==> config.mk <==
export PLATFORM = sky130hd
export DESIGN_NAME = mem_1r1w_masked_ctrl
export DESIGN_NICKNAME = d
export VERILOG_FILES = /design/src/rtl/mem_ctrl_pkg.sv /design/src/rtl/mem_resp_fifo2.sv /design/src/rtl/mem_1r1w_masked_ctrl.sv
export SDC_FILE = /design/constraint.sdc
export NUM_CORES = 1
export LEC_CHECK = 0
export BUFFER_PORTS_ARGS = -buffer_cell sky130_fd_sc_hd__clkbuf_2
export CORE_AREA = 2 2 149 151
export DETAILED_ROUTE_END_ITERATION = 16
export DIE_AREA = 0 0 151 153
export RECOVER_POWER = 25
export SYNTH_ARGS = -nofsm -noshare
export SYNTH_HDL_FRONTEND = slang
export SYNTH_SLANG_ARGS = --single-unit
==> constraint.sdc <==
create_clock -name clock -period 10.75 [get_ports clock]
set_input_delay 2.15 -clock clock [delete_from_list [all_inputs] [get_ports clock]]
set_output_delay 2.15 -clock clock [all_outputs]
set_load 0.02 [all_outputs]
==> src/rtl/mem_ctrl_pkg.sv <==
// Shared sizing, FSM state type and address range helper for the masked
// 1R1W SRAM controller.
package mem_ctrl_pkg;

  localparam int DEPTH     = 48;
  localparam int WIDTH     = 64;
  localparam int MASK_GRAN = 8;
  localparam int ADDR_W    = $clog2(DEPTH);
  localparam int MASK_W    = WIDTH / MASK_GRAN;

  typedef enum logic {
    CLEAR,
    RUN
  } ctrl_state_e;

  function automatic logic addr_in_range(input logic [ADDR_W-1:0] addr);
    return 32'(addr) < 32'(DEPTH);
  endfunction

endpackage

==> src/rtl/mem_resp_fifo2.sv <==
// Two-entry valid/ready FIFO holding read responses until the consumer
// takes them; a simultaneous push and pop is allowed even when full.
module mem_resp_fifo2
  import mem_ctrl_pkg::*;
(
  input  logic             clock,
  input  logic             reset,
  input  logic             in_valid,
  output logic             in_ready,
  input  logic [WIDTH-1:0] in_data,
  output logic             out_valid,
  input  logic             out_ready,
  output logic [WIDTH-1:0] out_data,
  output logic [1:0]       count
);

  logic [WIDTH-1:0] slot [2];
  logic             wr_ptr;
  logic             rd_ptr;
  logic             push;
  logic             pop;

  assign out_valid = (count != 2'd0);
  assign in_ready  = (count != 2'd2) || out_ready;
  assign push      = in_valid && in_ready;
  assign pop       = out_valid && out_ready;
  assign out_data  = slot[rd_ptr];

  always_ff @(posedge clock or posedge reset) begin
    if (reset) begin
      wr_ptr <= 1'b0;
      rd_ptr <= 1'b0;
      count  <= 2'd0;
    end else begin
      if (push) wr_ptr <= ~wr_ptr;
      if (pop)  rd_ptr <= ~rd_ptr;
      unique case ({push, pop})
        2'b10:   count <= count + 2'd1;
        2'b01:   count <= count - 2'd1;
        default: count <= count;
      endcase
    end
  end

  // Payload storage needs no reset; occupancy is tracked by count alone.
  always_ff @(posedge clock) begin
    if (push) slot[wr_ptr] <= in_data;
  end

endmodule

==> src/rtl/mem_1r1w_masked_ctrl.sv <==
// Front-end controller for a byte-masked 1R1W SRAM: zero-fill after reset,
// round-robin write sharing, and a buffered, hazard-safe read port.
module mem_1r1w_masked_ctrl
  import mem_ctrl_pkg::*;
(
  input  logic              clock,
  input  logic              reset,
  output logic              init_done,
  input  logic              w0_valid,
  output logic              w0_ready,
  input  logic [ADDR_W-1:0] w0_addr,
  input  logic [WIDTH-1:0]  w0_data,
  input  logic [MASK_W-1:0] w0_mask,
  input  logic              w1_valid,
  output logic              w1_ready,
  input  logic [ADDR_W-1:0] w1_addr,
  input  logic [WIDTH-1:0]  w1_data,
  input  logic [MASK_W-1:0] w1_mask,
  input  logic              r_req_valid,
  output logic              r_req_ready,
  input  logic [ADDR_W-1:0] r_req_addr,
  output logic              r_resp_valid,
  input  logic              r_resp_ready,
  output logic [WIDTH-1:0]  r_resp_data,
  output logic              oob_err,
  output logic [ADDR_W-1:0] mem_W0_addr,
  output logic              mem_W0_en,
  output logic [WIDTH-1:0]  mem_W0_data,
  output logic [MASK_W-1:0] mem_W0_mask,
  output logic [ADDR_W-1:0] mem_R0_addr,
  output logic              mem_R0_en,
  input  logic [WIDTH-1:0]  mem_R0_data
);

  ctrl_state_e       state;
  ctrl_state_e       state_nxt;
  logic [ADDR_W-1:0] clear_cnt;
  logic              rr_ptr;
  logic              run;
  logic              grant0;
  logic              grant1;
  logic              wr_grant;
  logic [ADDR_W-1:0] wr_addr;
  logic              wr_in_range;
  logic              rd_in_range;
  logic              hazard;
  logic              r_accept;
  logic              inflight;
  logic              inflight_oob;
  logic              fifo_in_ready;
  logic [1:0]        fifo_count;
  logic              resp_pop;
  logic [1:0]        pending;
  logic [WIDTH-1:0]  fifo_in_data;

  always_ff @(posedge clock or posedge reset) begin
    if (reset) begin
      state     <= CLEAR;
      clear_cnt <= '0;
    end else begin
      state <= state_nxt;
      if (state == CLEAR) clear_cnt <= clear_cnt + 1'b1;
    end
  end

  always_comb begin
    state_nxt = state;
    if (state == CLEAR && clear_cnt == ADDR_W'(DEPTH - 1)) state_nxt = RUN;
  end

  assign run       = (state == RUN);
  assign init_done = run;

  // rr_ptr == 0 favours w0 on a tie; it flips to the loser after every grant.
  assign grant0   = run && w0_valid && (!w1_valid || !rr_ptr);
  assign grant1   = run && w1_valid && (!w0_valid ||  rr_ptr);
  assign wr_grant = grant0 || grant1;
  assign w0_ready = grant0;
  assign w1_ready = grant1;

  assign wr_addr     = grant1 ? w1_addr : w0_addr;
  assign wr_in_range = addr_in_range(wr_addr);
  assign rd_in_range = addr_in_range(r_req_addr);

  always_ff @(posedge clock or posedge reset) begin
    if (reset) begin
      rr_ptr <= 1'b0;
    end else if (grant0) begin
      rr_ptr <= 1'b1;
    end else if (grant1) begin
      rr_ptr <= 1'b0;
    end
  end

  // The clear sweep owns the write port; afterwards the granted requester does.
  always_comb begin
    mem_W0_en   = 1'b0;
    mem_W0_addr = '0;
    mem_W0_data = '0;
    mem_W0_mask = '0;
    if (state == CLEAR) begin
      mem_W0_en   = 1'b1;
      mem_W0_addr = clear_cnt;
      mem_W0_mask = '1;
    end else if (grant1) begin
      mem_W0_en   = wr_in_range;
      mem_W0_addr = w1_addr;
      mem_W0_data = w1_data;
      mem_W0_mask = w1_mask;
    end else if (grant0) begin
      mem_W0_en   = wr_in_range;
      mem_W0_addr = w0_addr;
      mem_W0_data = w0_data;
      mem_W0_mask = w0_mask;
    end
  end

  // Holding the read off while the same word is written makes it return new data.
  assign hazard   = wr_grant && wr_in_range && (wr_addr == r_req_addr);
  assign resp_pop = r_resp_valid && r_resp_ready;
  assign pending  = {1'b0, inflight} + fifo_count - {1'b0, resp_pop};

  assign r_req_ready = run && !hazard && fifo_in_ready && (pending < 2'd2);
  assign r_accept    = r_req_valid && r_req_ready;
  assign mem_R0_en   = r_accept && rd_in_range;
  assign mem_R0_addr = r_req_addr;

  always_ff @(posedge clock or posedge reset) begin
    if (reset) begin
      inflight     <= 1'b0;
      inflight_oob <= 1'b0;
      oob_err      <= 1'b0;
    end else begin
      inflight     <= r_accept;
      inflight_oob <= r_accept && !rd_in_range;
      if ((wr_grant && !wr_in_range) || (r_accept && !rd_in_range)) oob_err <= 1'b1;
    end
  end

  assign fifo_in_data = inflight_oob ? '0 : mem_R0_data;

  mem_resp_fifo2 u_resp_fifo (
    .clock     (clock),
    .reset     (reset),
    .in_valid  (inflight),
    .in_ready  (fifo_in_ready),
    .in_data   (fifo_in_data),
    .out_valid (r_resp_valid),
    .out_ready (r_resp_ready),
    .out_data  (r_resp_data),
    .count     (fifo_count)
  );

endmodule

==> run_results.csv, run 1 <==
group,metric,value,unit
logic_synthesis,synthTopCellsByArea,"edfxtp_1, mux2_2, nand2_1",
routing,drc,0,
logic_synthesis,ys_seq_area_frac,0.596,
setup_path,crit_family,"simple AND/OR/NAND/NOR gates",
worst_hold_path,hold_class,"register to register",
setup_path,worst_setup_path_end_kind,"output port",
clock_tree,cts_setup_buffers,0,
sta,max_freq,156,MHz
sta,whs,0.501,ns
place,place_area,0.00924,mm2
die,core,0.0215,mm2
global_route,grt_max_degree,83,
clock_tree,cts_tree,"done",
job,max_cap_viol_count,0,
place,globalplace.congestion,0.923,
clock_tree,cts_buffer_depth,2,
layout,area_growth,38.8,%
global_route,globalRouteTotalUtil,0.209,
global_route,grt_pass1_vias,6082,
setup_path,path_class,"input port to output port",
die,row_count,54,
layout,postLayoutCellArea,0.00983,mm2
sta,finalSetupViolCount,0,
place,dp.cells,1253,
routing,vias_per_cell,4.85,
setup_path,cp_slowest_stage_delay,0.58,ns
setup_path,cp-start-kind,"input port",
sta,finalWorstSetupSlack,4.35,ns
setup_path,cp.buffers_inverters,3,
power,power,1.41,mW
die,die_w,151,um
sta,min_period,6.40,ns
logic_synthesis,synth_top_area_share,0.543,
logic_synthesis,async_reset_ff_frac,0.105,
logic_synthesis,ys_warn_count,0,
sta,setup_tns,0,ns
sta,clock_skew,0.00985,ns
logic_synthesis,ys_types,41,
logic_synthesis,synthesis.nets,861,
clock_tree,htreeDepth,4,
setup_path,crit_path_cell_trace,"clkbuf_2, nor2b_1, or2_2, buf_4, nand2_1, a32o_1, nor4_2, nor3b_1, clkbuf_2",
place,portBuffers,387,
logic_synthesis,syn_area_per_cell,11.3,um2
clock_tree,hold_buffers,0,
logic_synthesis,syn-instance-count,626,
die,die_area,0.0231,mm2
global_route,overflow,0,
clock_tree,root_buffer,"clkbuf_16",
sta,rsz0062_at_grt,"false",
setup_path,crit_top_cell,"clkbuf_2",
routing,ant_nets,0,
power,leakage,4.45,nW
setup_path,slowest_stage,"buf_4",
clock_tree,cts_resized,0,
die,initial_core_util,0.330,
routing,drt_iter0_markers,374,
layout,drive_above_1_share,0.496,
logic_synthesis,synth_ff_type,"edfxtp_1",
routing,dr_total_vias,6235,
clock_tree,clk_pin_slew,0.06,ns
die,ios,388,
setup_path,arrival,4.25,ns
routing,first_pass_iters,5,
sta,worstMarginPinSlew,1.29,ns
sta,period_share,0.596,
place,place_hpwl,18.7,mm
sta,finalMaxSlewViolations,0,
logic_synthesis,synth.cell_area,0.00708,mm2
setup_path,cp_max_fo,71,
place,pre_cts_slack,4.36,ns
logic_synthesis,synth.most_common_cell,"nand2_1",
layout,fin_cells,1286,
logic_synthesis,synth_edf_count,128,
sta,hold_viol_final,0,
global_route,grt_pass1_wl,35.7,mm
power,power_density,143,mW/mm2
power,ir_drop,0.0661,mV
routing,wl_per_cell,19.2,um
routing,routed_wl,24.7,mm
clock_tree,clkSinkCount,143,
layout,utilization,0.458,
logic_synthesis,ys_seq_elements,143,
status,status,"complete, no violations",
clock_tree,numCtsBuffers,17,
setup_path,worst-endpoint-required,8.60,ns
logic_synthesis,yosys.area.top_type,"edfxtp_1",
sta,relSlewSlack,0.137,
logic_synthesis,synth_common_cells,"nand2_1, edfxtp_1, a21oi_1, nor2b_1, mux2_2",
global_route,antenna_found_initial,2,
die,die_y,153,um
layout,fin_nets,1227,
clock_tree,clk_latency,0.42,ns
==> cell usage in the layout, fill, tap and decap left out, types with 4 or more instances in the layout <==
cell type / n
a22oi_1: 11
nor2_1: 7
inv_6: 6
nor2b_1: 67
o21ai_0: 7
mux2i_1: 4
clkbuf_2: 387
a21oi_1: 67
inv_1: 12
edfxtp_1: 128
dfrtp_1: 13
buf_4: 6
mux2_2: 65
xnor2_1: 12
nand2_1: 146
clkbuf_16: 17
nand3_1: 4
==> power breakdown <==
part	switching [mW]	leakage, nW	internal (mW)
Sequential	0.000634	1.39	0.612
Clock	0.240	0.287	0.350
Combinational	0.127	2.78	0.0763
==> kinds of logic after synthesis <==
family	after synthesis	synth area share
AND/OR/NAND/NOR	237	0.155
flip-flops	143	0.596
AO/OA/AOI/OAI	100	0.0802
multiplexers	69	0.109
buffers and inverters	60	0.0374
XOR/XNOR	14	0.0173
adder cells (fa/ha/maj)	3	0.00530
==> layout make-up <==
type | count | area, um2
antenna | 1 | 2.50
clock buffer | 18 | 429
clock inverter | 14 | 168
fill | 2106 | 11700
inverter | 13 | 53.8
multi-input combinational | 423 | 2620
sequential | 143 | 4220
tap | 280 | 350
timing repair buffer | 394 | 1990
==> per-layer routing <==
metal  part of all wire  track usage
met1               0.41        0.263
met3              0.097       0.0678
met5            0.00044            0
met4              0.024       0.0681
met2               0.47        0.340
==> sequential cells by signal (all words and copies together) (netlist names) <==
register / count
init_done: 1
u_resp_fifo.count: 2
u_resp_fifo.slot: 128
clear_cnt: 6
u_resp_fifo.rd_ptr: 1
inflight: 1
inflight_oob: 1
rr_ptr: 1
u_resp_fifo.wr_ptr: 1
oob_err: 1
==> path summary, 6_finish.rpt <==
kind / from / end / slack [ns] / cells past startpoint
worst max register to register: u_resp_fifo.count[0] / oob_err / 8.20 / 9
min in group asynchronous: reset / inflight / 1.79 / 2
worst max-delay path: w0_valid / mem_R0_en / 4.35 / 9
worst min register to register: clear_cnt[2] / clear_cnt[2] / 0.50 / 1
max in group asynchronous: reset / u_resp_fifo.rd_ptr / 8.50 / 2
worst min-delay path: clear_cnt[2] / clear_cnt[2] / 0.50 / 1
==> worst reg2reg max path, cell delays in order, from the launching register on <==
cell	delay, ns
dfrtp_1	0.44
or2_2	0.33
and2_1	0.21
ha_1	0.27
nand2b_1	0.15
xnor2_1	0.17
mux2i_1	0.32
nand3_1	0.17
nor2_1	0.30
a211o_1	0.14
Note: power is estimated with default switching activity, not from simulation.
==> run 2, diff against run 1 <==
ABC_AREA = 1   (was unset)
clock period = 5.3 ns   (was 10.75 ns; I/O delays follow)
==> run_results.csv, run 2 <==
group,metric,value,unit
place,globalplace.congestion,0.902,
layout,final_common_cell,"nand2_1",
die,ios,388,
logic_synthesis,synth.cell_area,0.00713,mm2
layout,regMostFlops,"u_resp_fifo.slot",
sta,max_freq,245,MHz
place,place_hpwl,20.5,mm
clock_tree,clk_latency,0.42,ns
setup_path,cp-start-kind,"register",
routing,routed_wl,26.2,mm
die,die_w,151,um
logic_synthesis,ys_seq_elements,143,
global_route,globalRouteTotalUtil,0.225,
layout,utilization,0.460,
global_route,antenna_found_initial,15,
status,violations,"capacitance limit, slew limit",
setup_path,timing.rr.end,"u_resp_fifo.slot[1][12]",
power,ir_drop,0.224,mV
setup_path,cp_max_fo,73,
setup_path,r2r-start,"inflight_oob",
die,core,0.0215,mm2
sta,hold_viol_final,0,
routing,ant_nets,0,
setup_path,r2r_cells,2,
setup_path,crit_path_start,"init_done",
layout,drive_above_1_share,0.356,
clock_tree,clkSinkCount,143,
die,initial_core_util,0.332,
logic_synthesis,ys_warn_count,0,
routing,first_pass_iters,5,
place,place_area,0.00929,mm2
layout,reg_top3,"u_resp_fifo.slot: 128 flops, clear_cnt: 6 flops, u_resp_fifo.count: 2 flops",
die,row_count,54,
clock_tree,cts_tree,"done",
worst_hold_path,min_from,"clear_cnt[4]",
power,clkPwrFrac,0.293,
power,pwr-share-comb,0.373,
global_route,grt_pass1_wl,37.6,mm
layout,postLayoutCellArea,0.00989,mm2
power,switching_share,0.389,
routing,wl_per_cell,17.3,um
job,max_cap_viol_count,1,
clock_tree,htreeDepth,4,
logic_synthesis,syn_area_per_cell,8.42,um2
global_route,grt_max_degree,74,
setup_path,r2r_slack,2.00,ns
place,portBuffers,387,
logic_synthesis,yosys.area.top_type,"edfxtp_1",
power,power_density,407,mW/mm2
status,status,"finished with violations",
die,die_area,0.0231,mm2
global_route,grt_pass1_vias,6360,
logic_synthesis,syn-instance-count,847,
power,leakage,5.39,nW
sta,relSlewSlack,-1.09,
logic_synthesis,synth_ff_type,"edfxtp_1",
logic_synthesis,synth.most_common_cell,"nand2_1",
clock_tree,cts_resized,0,
clock_tree,cts_buffer_depth,2,
setup_path,worstSetupEndpoint,"mem_W0_data[30]",
power,power_frac_seq,0.334,
setup_path,path_class,"register to output port",
logic_synthesis,synthesis.nets,1082,
logic_synthesis,ys_types,31,
routing,vias_per_cell,4.43,
worst_hold_path,hold_class,"register to register",
setup_path,worst-endpoint-required,4.24,ns
logic_synthesis,async_reset_ff_frac,0.105,
sta,min_period,4.09,ns
sta,clock_skew,0.00800,ns
logic_synthesis,synth_edf_count,128,
sta,worstMarginPinSlew,3.14,ns
clock_tree,hold_buffers,0,
sta,period_share,0.772,
logic_synthesis,synthTopCellsByArea,"edfxtp_1, nand2_1, dfrtp_1",
setup_path,worst_setup_path_end_kind,"output port",
routing,drt_iter0_markers,454,
layout,layout_common_cells,"nand2_1, clkbuf_2, edfxtp_1, inv_1, nor2_1",
routing,drc,0,
sta,setup_tns,0,ns
power,power,4.03,mW
sta,rsz0062_at_grt,"false",
logic_synthesis,synth_top_area_share,0.539,
power,intPower,2.46,mW
global_route,overflow,0,
logic_synthesis,synth_common_cells,"nand2_1, edfxtp_1, inv_1",
layout,largest_register_ffs,128,
routing,dr_total_vias,6728,
clock_tree,root_buffer,"clkbuf_16",
sta,finalMaxSlewViolations,65,
power,switchingPower,1.57,mW
layout,fin_nets,1451,
die,die_y,153,um
clock_tree,cts_setup_buffers,0,
clock_tree,numCtsBuffers,17,
logic_synthesis,ys_seq_area_frac,0.592,
sta,finalSetupViolCount,0,
clock_tree,clk_pin_slew,0.06,ns
setup_path,arrival,3.03,ns
layout,area_growth,38.7,%
[run 2: cell families after synthesis]
kind of cell	Yosys count	share of synthesized area
AND/OR/NAND/NOR	527	0.286
flip-flops	143	0.592
buffers and inverters	143	0.0804
XOR/XNOR	9	0.0111
adder cells (fa/ha/maj)	3	0.00527
AO/OA/AOI/OAI	22	0.0253
[run 2: per-layer routing]
metal | track usage | share of wire | vias up
li1 | - | - | 3383
met1 | 0.266 | 0.39 | 3041
met2 | 0.369 | 0.49 | 263
met3 | 0.118 | 0.12 | 27
met4 | 0.0383 | 0.0059 | 14
met5 | 0 | 0.0035 | -
[run 2: cell type report]
cell class	count	area, um2
fill	2172	11600
sequential	143	4220
multi-input combinational	561	2350
timing repair buffer	394	1990
clock buffer	17	425
inverter	99	374
tap	280	350
clock inverter	15	159
antenna	9	22.5
[run 2: how the worst min path moves through the flow]
stage / to / cells after the start / slack, ns
floorplan: init_done / 1 / 0.45
global placement: init_done / 1 / 0.49
CTS: init_done / 1 / 0.49
detailed placement: init_done / 1 / 0.48
global route: init_done / 1 / 0.51
finish: init_done / 1 / 0.50
[run 2: per-stage QoR]
step / worst slack, ns / hold slack (ns) / instances
2_1_floorplan: 0.847 / 0.454 / 847
3_3_place_gp: 1.40 / 0.485 / 1477
3_5_place_dp: 1.37 / 0.478 / 1477
4_1_cts: 1.26 / 0.493 / 1509
5_1_grt: 0.978 / 0.514 / 1509
6_report: 1.21 / 0.497 / 1518
[run 2: worst max-delay path, stage by stage, from the launching register on]
cell and delay, ns:
dfrtp_1 0.71, nand3_1 0.41, inv_2 0.92, nand2_1 0.22, nand2_1 0.12, clkbuf_2 0.17
[run 2: power groups by stage]
stage               sequential [mW]  clock, mW  combinational (mW)
floorplan                      1.38          0               0.942
global placement               1.37          0                1.52
detailed placement             1.37          0                1.53
CTS                            1.35       1.20                1.53
global route                   1.35       1.25                1.66
finish                         1.35       1.18                1.50
